## config.mk

```make
export PLATFORM = sky130hd
export DESIGN_NAME = paralelo_serial_flat
export DESIGN_NICKNAME = d
export VERILOG_FILES = /design/src/rtl/paralelo_serial_pkg.sv /design/src/rtl/paralelo_serial_if.sv /design/src/rtl/paralelo_serial_fifo_ps.sv /design/src/rtl/paralelo_serial.sv /design/src/flat_wrapper.sv
export SDC_FILE = /design/constraint.sdc
export NUM_CORES = 1
export LEC_CHECK = 0
export ABC_AREA = 1
export CAP_MARGIN = 30
export CORE_MARGIN = 2
export CORE_UTILIZATION = 40
export CTS_BUF_LIST = sky130_fd_sc_hd__clkbuf_4 sky130_fd_sc_hd__clkbuf_8
export CTS_CLUSTER_DIAMETER = 30
export DETAILED_ROUTE_END_ITERATION = 8
export GPL_ROUTABILITY_DRIVEN = 0
export GPL_TIMING_DRIVEN = 0
export PLACE_DENSITY = 0.62
export RECOVER_POWER = 50
export SLEW_MARGIN = 20
export SYNTH_ARGS = -nofsm -noshare
export SYNTH_HDL_FRONTEND = slang
export SYNTH_SLANG_ARGS = --single-unit
```

## constraint.sdc

```tcl
create_clock -name clk32f -period 1.87 [get_ports clk32f]
set_input_delay 0.187 -clock clk32f [delete_from_list [all_inputs] [get_ports clk32f]]
set_output_delay 0.187 -clock clk32f [all_outputs]
set_load 0.03 [all_outputs]
```

## src/rtl/paralelo_serial_pkg.sv

```systemverilog
// Shared constants and state encoding for the parallel-to-serial link transmitter.
package paralelo_serial_pkg;

    localparam int          WORD_W     = 8;
    localparam int          CNT_W      = 3;
    localparam int          COM_CNT_W  = 3;
    localparam logic [7:0]  COM_SYM    = 8'hBC;
    localparam int          N_INIT_COM = 4;
    localparam int          FIFO_DEPTH = 2;

    typedef enum logic {
        ST_INIT   = 1'b0,
        ST_ACTIVE = 1'b1
    } state_t;

    function automatic logic [WORD_W-1:0] shift_msb_first(input logic [WORD_W-1:0] sh);
        return {sh[WORD_W-2:0], 1'b0};
    endfunction

endpackage

```

## src/rtl/paralelo_serial_if.sv

```systemverilog
// Byte handshake in, serial bit stream plus framing/status out.
interface paralelo_serial_if;
    import paralelo_serial_pkg::*;

    logic [WORD_W-1:0] data_in;
    logic              valid_in;
    logic              ready_out;
    logic              data_out;
    logic              sync_out;
    logic              active_out;

    modport master (
        output data_in,
        output valid_in,
        input  ready_out,
        input  data_out,
        input  sync_out,
        input  active_out
    );

    modport slave (
        input  data_in,
        input  valid_in,
        output ready_out,
        output data_out,
        output sync_out,
        output active_out
    );

endinterface

```

## src/rtl/paralelo_serial_fifo_ps.sv

```systemverilog
// Small input FIFO; the head is visible combinationally so a word load can take it on the same edge.
module fifo_ps
    import paralelo_serial_pkg::*;
#(
    parameter int WIDTH = WORD_W,
    parameter int DEPTH = FIFO_DEPTH
) (
    input  logic             clk32f,
    input  logic             rst,
    input  logic             push,
    input  logic             pop,
    input  logic [WIDTH-1:0] din,
    output logic [WIDTH-1:0] dout,
    output logic             full,
    output logic             empty
);

    localparam int PTR_W = (DEPTH > 1) ? $clog2(DEPTH) : 1;
    localparam int OCC_W = $clog2(DEPTH + 1);

    logic [WIDTH-1:0] mem [DEPTH];
    logic [PTR_W-1:0] wr_ptr_reg, wr_ptr_next;
    logic [PTR_W-1:0] rd_ptr_reg, rd_ptr_next;
    logic [OCC_W-1:0] count_reg, count_next;
    logic             push_en;
    logic             pop_en;

    function automatic logic [PTR_W-1:0] ptr_inc(input logic [PTR_W-1:0] p);
        return (p == PTR_W'(DEPTH - 1)) ? '0 : p + PTR_W'(1);
    endfunction

    assign full    = (count_reg == OCC_W'(DEPTH));
    assign empty   = (count_reg == '0);
    assign push_en = push && !full;
    assign pop_en  = pop && !empty;
    assign dout    = mem[rd_ptr_reg];

    always_comb begin
        wr_ptr_next = wr_ptr_reg;
        rd_ptr_next = rd_ptr_reg;
        count_next  = count_reg;
        if (push_en) begin
            wr_ptr_next = ptr_inc(wr_ptr_reg);
        end
        if (pop_en) begin
            rd_ptr_next = ptr_inc(rd_ptr_reg);
        end
        // simultaneous push and pop leaves occupancy unchanged
        unique case ({push_en, pop_en})
            2'b10:   count_next = count_reg + OCC_W'(1);
            2'b01:   count_next = count_reg - OCC_W'(1);
            default: count_next = count_reg;
        endcase
    end

    always_ff @(posedge clk32f or negedge rst) begin
        if (!rst) begin
            wr_ptr_reg <= '0;
            rd_ptr_reg <= '0;
            count_reg  <= '0;
        end else begin
            wr_ptr_reg <= wr_ptr_next;
            rd_ptr_reg <= rd_ptr_next;
            count_reg  <= count_next;
        end
    end

    // Storage needs no reset: an empty count makes stale contents unreachable.
    always_ff @(posedge clk32f) begin
        if (push_en) begin
            mem[wr_ptr_reg] <= din;
        end
    end

endmodule

```

## src/rtl/paralelo_serial.sv

```systemverilog
// Parallel byte to MSB-first serial converter with COM-based link initialisation.
module paralelo_serial
    import paralelo_serial_pkg::*;
(
    input  logic             clk32f,
    input  logic             rst,
    paralelo_serial_if.slave ps
);

    logic [CNT_W-1:0]     cnt_reg, cnt_next;
    logic [WORD_W-1:0]    shift_reg, shift_next;
    logic                 sync_reg, sync_next;
    state_t               state_reg, state_next;
    logic [COM_CNT_W-1:0] com_cnt_reg, com_cnt_next;

    logic                 load;
    logic [WORD_W-1:0]    load_word;
    logic                 fifo_push;
    logic                 fifo_pop;
    logic                 fifo_full;
    logic                 fifo_empty;
    logic [WORD_W-1:0]    fifo_head;

    assign load      = (cnt_reg == '0);
    assign fifo_push = ps.valid_in && !fifo_full;

    fifo_ps #(
        .WIDTH (WORD_W),
        .DEPTH (FIFO_DEPTH)
    ) u_fifo (
        .clk32f (clk32f),
        .rst    (rst),
        .push   (fifo_push),
        .pop    (fifo_pop),
        .din    (ps.data_in),
        .dout   (fifo_head),
        .full   (fifo_full),
        .empty  (fifo_empty)
    );

    // Word selection and link state advance only on word boundaries.
    always_comb begin
        state_next   = state_reg;
        com_cnt_next = com_cnt_reg;
        fifo_pop     = 1'b0;
        load_word    = COM_SYM;
        if (load) begin
            unique case (state_reg)
                ST_INIT: begin
                    com_cnt_next = com_cnt_reg + COM_CNT_W'(1);
                    if (com_cnt_reg == COM_CNT_W'(N_INIT_COM - 1)) begin
                        state_next = ST_ACTIVE;
                    end
                end
                ST_ACTIVE: begin
                    if (!fifo_empty) begin
                        fifo_pop  = 1'b1;
                        load_word = fifo_head;
                    end
                end
                default: begin
                    state_next = ST_INIT;
                end
            endcase
        end
    end

    always_comb begin
        cnt_next   = cnt_reg + CNT_W'(1);
        sync_next  = load;
        shift_next = load ? load_word : shift_msb_first(shift_reg);
    end

    always_ff @(posedge clk32f or negedge rst) begin
        if (!rst) begin
            cnt_reg     <= '0;
            shift_reg   <= '0;
            sync_reg    <= 1'b0;
            state_reg   <= ST_INIT;
            com_cnt_reg <= '0;
        end else begin
            cnt_reg     <= cnt_next;
            shift_reg   <= shift_next;
            sync_reg    <= sync_next;
            state_reg   <= state_next;
            com_cnt_reg <= com_cnt_next;
        end
    end

    assign ps.data_out   = shift_reg[WORD_W-1];
    assign ps.sync_out   = sync_reg;
    assign ps.active_out = (state_reg == ST_ACTIVE);
    assign ps.ready_out  = !fifo_full;

endmodule

```

## src/flat_wrapper.sv

```systemverilog
// flat-port wrapper written by rule: the top's interface ports become plain ports
module paralelo_serial_flat import paralelo_serial_pkg::*;
  (clk32f, rst, ps_data_in, ps_valid_in, ps_ready_out, ps_data_out, ps_sync_out, ps_active_out);
  paralelo_serial_if ps_i ();
  input  logic clk32f;
  input  logic rst;
  input wire logic [$bits(ps_i.data_in)-1:0] ps_data_in;
  input wire logic [$bits(ps_i.valid_in)-1:0] ps_valid_in;
  output wire logic [$bits(ps_i.ready_out)-1:0] ps_ready_out;
  output wire logic [$bits(ps_i.data_out)-1:0] ps_data_out;
  output wire logic [$bits(ps_i.sync_out)-1:0] ps_sync_out;
  output wire logic [$bits(ps_i.active_out)-1:0] ps_active_out;
  assign ps_i.data_in = ps_data_in;
  assign ps_i.valid_in = ps_valid_in;
  assign ps_ready_out = ps_i.ready_out;
  assign ps_data_out = ps_i.data_out;
  assign ps_sync_out = ps_i.sync_out;
  assign ps_active_out = ps_i.active_out;
  paralelo_serial u_core (.clk32f(clk32f), .rst(rst), .ps(ps_i));
endmodule
```

== Word level (Yosys, flattened, before mapping) ==
Memory sizes are Yosys's and may differ from the RTL's.
Index checks and enable logic that the tools add are counted.

* Word-level logic and storage cells: 42
* Memories: 1
* Bits in writable memories: 16
* Bits of input ports: 11
* Register bits: 20
* Output and inout bits: 4

* $add $sub $neg: 6
* Muxes and demuxes: 13
* Bitwise logic cells: 1
* Reductions and logical operators: 9
* Equality and inequality tests: 4

{| class="wikitable"
|+ Memories
! memory !! depth !! width !! rd ports !! clocked after memory_dff !! write ports !! line !! source
|-
| u_core.u_fifo.mem || 2 || 8 || 1 || 0 || 1 || paralelo_serial_fifo_ps.sv:21 || <nowiki>logic [WIDTH-1:0] mem [DEPTH];</nowiki>
|}

{| class="wikitable"
|+ Operator list
! operator !! count
|-
| 8-bit 2-to-1 mux || 3
|-
| 1-bit 2-to-1 mux || 9
|-
| 3-bit by 1-bit adder with 3-bit output (second input constant) || 2
|-
| 2-bit == test (second input constant) || 2
|-
| 2-bit case mux with 2 select lines || 1
|-
| 3-bit by 2-bit == test with 1-bit output (second input constant) || 1
|-
| 1-bit logical AND || 3
|-
| 3-bit zero test || 1
|-
| 1-bit adder (second input constant) || 2
|-
| 2-bit by 1-bit adder with 2-bit output (second input constant) || 1
|-
| 2-bit by 1-bit == test with 1-bit output (second input constant) || 1
|-
| 1-bit zero test || 2
|-
| 2-bit zero test || 1
|-
| 2-bit AND reduction || 1
|-
| 2-bit nonzero test || 1
|-
| 2-bit by 1-bit subtractor with 2-bit output (second input constant) || 1
|-
| 1-bit NOT || 1
|}

== Logic depth before layout (Yosys ltp) ==
* Word-level depth: 7
* Gate-level depth with buffers: 9
* Depth with buffers taken out: 9

== Hierarchy ==
From an unflattened synthesis, not the netlist that was laid out.

* Cells, all modules: 157
* Area, all modules: 1546.5 µm²

{| class="wikitable"
|+ By module, submodules not included
! module !! area each (µm²) !! cells each !! instances !! sequential area each (µm²)
|-
| fifo_ps || 817.0 || 74 || 1 || 580.6
|-
| paralelo_serial || 729.4 || 83 || 1 || 400.4
|}

== Least setup slack after synthesis ==
OpenSTA, ideal clock, no wires.

* Path kind: reg2reg
* From: register u_core.cnt_reg[0]
* To: register u_core.u_fifo.count_reg[1]
* Required time: 1753 ps
* Buffers on the path: 0
* Cell stages (with the launch flop): 10
* Arrival time: 1347 ps
* Setup slack: 406 ps
* Setup time: 117 ps
* Clock period less this slack: 1464 ps
* Path through: dfrtp_1 -> inv_1 -> ha_1 -> nand3_2 -> nor2_4 -> ha_1 -> inv_1 -> nand3_1 -> nand2_1 -> nand2_1

* Word-level cells in the longest chain between the ends: 5
* Elaborated cells on any way between the ends: 7
* Those cells by class: eq/ne: 2; mux: 2; reduce/logical: 3

{| class="wikitable"
|+ Ends and longest elaborated chain
! what !! line !! source
|-
| from (decl) || paralelo_serial.sv:10 || <nowiki>logic [CNT_W-1:0] cnt_reg, cnt_next;</nowiki>
|-
| from (signal assigned) || paralelo_serial.sv:82 || <nowiki>cnt_reg <= cnt_next;</nowiki>
|-
| 3-bit zero test (*) || paralelo_serial.sv:24 || <nowiki>assign load = (cnt_reg == '0);</nowiki>
|-
| 1-bit 2-to-1 mux (*) || paralelo_serial.sv:47 || <nowiki>if (load) begin</nowiki>
|-
| 1-bit logical AND (*) || paralelo_serial_fifo_ps.sv:35 || <nowiki>assign pop_en = pop && !empty;</nowiki>
|-
| via u_core.u_fifo.pop_en || paralelo_serial_fifo_ps.sv:26 || <nowiki>logic pop_en;</nowiki>
|-
| 2-bit by 1-bit == test with 1-bit output / 2-bit == test (equally long branches) || paralelo_serial_fifo_ps.sv:49 || <nowiki>unique case ({push_en, pop_en})</nowiki>
|-
| 2-bit case mux with 2 select lines / 2-bit nonzero test (equally long branches) || n/a ||
|-
| to (signal assigned) || paralelo_serial_fifo_ps.sv:64 || <nowiki>count_reg <= count_next;</nowiki>
|-
| to (decl) || paralelo_serial_fifo_ps.sv:24 || <nowiki>logic [OCC_W-1:0] count_reg, count_next;</nowiki>
|}

Mark *: on every way through the listed nets, which the timed path passes. The rest lies on a longest branch.
A chain may end at the register's enable or synchronous reset.

== Final worst setup path ==
* From: register u_core.u_fifo.count_reg[0]
* To: output port ps_ready_out

* Word-level cells in the longest chain between the ends: 2

{| class="wikitable"
|+ Ends and longest elaborated chain
! what !! line !! source
|-
| 2-bit == test || paralelo_serial_fifo_ps.sv:32 || <nowiki>assign full = (count_reg == OCC_W'(DEPTH));</nowiki>
|-
| 1-bit zero test || paralelo_serial.sv:93 || <nowiki>assign ps.ready_out = !fifo_full;</nowiki>
|-
| to (decl) || flat_wrapper.sv:9 || <nowiki>output wire logic [$bits(ps_i.ready_out)-1:0] ps_ready_out;</nowiki>
|}

Every way passes these cells.

==> flow_summary.ini <==
[run_status]
status = completed

[detailed_routing]
drtAntennaViolNets = 0
viasPerCell = 4.39
post_drt_wl_per_cell_um = 11.2
num_vias = 860
dr.pass1.iters = 4
routed_wl_um = 2190
drc = 0
drt_iter0_drc = 37

[logic_synthesis]
yosys.area_share.simple_pct = 16.6
synth_compound_area_share_pct = 4.12
synth_area_leaders = dfrtp_1 34%, edfxtp_1 33%, nand2_1 8.5%
syn_area_per_cell_um2 = 11.5
synth-seq-cells = 36
post-synth-top-area-fraction_pct = 34.3
synthAdderAreaFrac_pct = 4.29
syn_inst = 127
synth_ff_type = dfrtp_1
syn-num-nets = 143
synth_area_leader_cell = dfrtp_1
synthMuxAreaShare_pct = 0
synthArstFlopShare_pct = 55.6
synth_top_family_by_area = simple AND/OR/NAND/NOR gates
syn-cell-area_mm2 = 0.00146
synth_edf_count = 16
ys_warn_count = 0
synthXorXnorAreaFrac_pct = 1.80
synth_cell_types = 21
yosysSeqAreaShare_pct = 67.2

[clock_network]
clk_latency_ps = 340
htree_levels = 2
cts_tree = built
ctsHoldBuffers = 0
cts.clk_slew.worst_paths_ps = 110
cts-root-buf = clkbuf_4
cts_buffers = 5
cts_buffer_depth = 2
numClockSinks = 36

[sta]
fin_crit_ps = 1620
worst_slew_pin_slew_ps = 715
fin_tns_setup_ps = 0
fmax_mhz = 618
finalHoldViolations = 0
fin_crit_sh_pct = 86.6
hold_slack_ps = 179
slew_headroom_pct = 52.2
fin_skew_ps = 5.74
worst_slack_ps = 251
setup_viol = 0
rsz0062_at_grt = false
final_max_slew_viol_count = 0

[finish]
nets = 165
area_growth_pct = 17.2
drive_gt1_share_pct = 11.3
final_cell_mix = 33 x nand2_1, 20 x dfrtp_1, 16 x inv_1, 16 x edfxtp_1, 9 x dlygate4sd3_1
final_common_cell = nand2_1
multi_input_area_um2 = 392
diodes = 0
final_area_mm2 = 0.00171
seqCellArea_um2 = 981
largest_register_ffs = 16
fill_cells = 336

[grt]
grt_pass1_wl_um = 3970
antenna_found_initial = 0
grt_pass1_vias = 895
gr-usage-all-layers_pct = 13.1
grt_max_degree = 21
grt-ovfl-total = 0

[setup_path]
critPathMaxStageDelay_ps = 450
cp.buffers_inverters = 1
cp_max_fo = 5
crit_required_ps = 1680
path_delay_family = flip-flops
end_kind = output port
slowest_stage = dfrtp_1
arrival_ps = 1430
worst_setup_path_start_kind = flip-flop
crit_type = reg -> out
path_cells = or2_4 > dlygate4sd2_1

[pwr]
ir_drop_v = 0.000517
p_leak_uw = 0.000773
power_density_mw_per_mm2 = 1180

[placed_design]
dp_hpwl_um = 1510
port_buffers = 14
postPlaceCellArea_mm2 = 0.00166
pre_cts_slack_ps = 128

[die]
core_mm2 = 0.00342
die_x_um = 64.4
io_pins = 15
die_area_mm2 = 0.00415
start_util_pct = 42.7
num_rows = 21
die_y_um = 64.4

[hold_path]
min_path_type = in -> async

[job]
maxCapViolCount = 0
==> worst paths after layout <==
path | start | end | slack [ps] | depth (start not counted)
max in group asynchronous | rst | u_core.ps.sync_out | 750 | 2
worst max-delay path | u_core.u_fifo.count_reg[0] | ps_ready_out | 250 | 2
min in group clk32f | u_core.cnt_reg[0] | u_core.cnt_reg[0] | 450 | 1
worst min-delay path | rst | u_core.u_fifo.rd_ptr_reg | 180 | 1
worst max register to register | u_core.cnt_reg[0] | u_core.u_fifo.count_reg[1] | 270 | 9
worst min register to register | u_core.cnt_reg[0] | u_core.cnt_reg[0] | 450 | 1
==> per-layer routing <==
layer	track usage (%)	wire length, um	vias to the layer above
met3	5.81	99	4
li1	-	-	446
met5	0	0	-
met2	19.4	993	18
met1	16.2	1060	392
met4	6.38	44	0
==> logic make-up after synthesis <==
kind of cell / after synthesis
fa+ha+maj: 5
xor+xnor: 3
flops: 36
compound gates: 12
simple gates: 52
buf+inv: 19
==> what timing repair did <==
action,CTS,global route
setup endpoints to repair,1,0
hold endpoints to repair,0,0
buffers inserted,0,0
resized for setup,1,0
==> per-stage QoR <==
step	total power, uW	utilization [%]	instances
floorplan	1500	-	127
CTS	2050	50.0	195
finish	2030	50.1	196
detailed placement	1670	48.5	187
global route	2180	50.1	196
global placement	1650	48.5	187
==> synth_stat cells, types with 2 or more instances <==
cell / number
nand2_1: 33
dfrtp_1: 20
edfxtp_1: 16
inv_1: 16
nor2_1: 7
a21oi_1: 6
o21ai_0: 6
ha_1: 5
nand3_1: 3
buf_6: 2
nor2_4: 2
xnor2_1: 2
==> power breakdown <==
| group | total, uW | internal [uW] | switching [uW] |
|---|---|---|---|
| registers | 1130 | 1040 | 93.7 |
| clock network | 395 | 138 | 257 |
| logic | 502 | 199 | 303 |
==> area by class of cell <==
| type | instances | share of cell area, % |
|---|---|---|
| Multi-Input combinational cell | 72 | 22.9 |
| Sequential cell | 36 | 57.4 |
| Clock inverter | 3 | 0.805 |
| Tap cell | 46 | 3.37 |
| Buffer | 2 | 1.32 |
| Clock buffer | 5 | 2.19 |
| Inverter | 17 | 3.73 |
| Timing Repair Buffer | 15 | 8.34 |
Note: power is estimated with default switching activity, not from simulation.
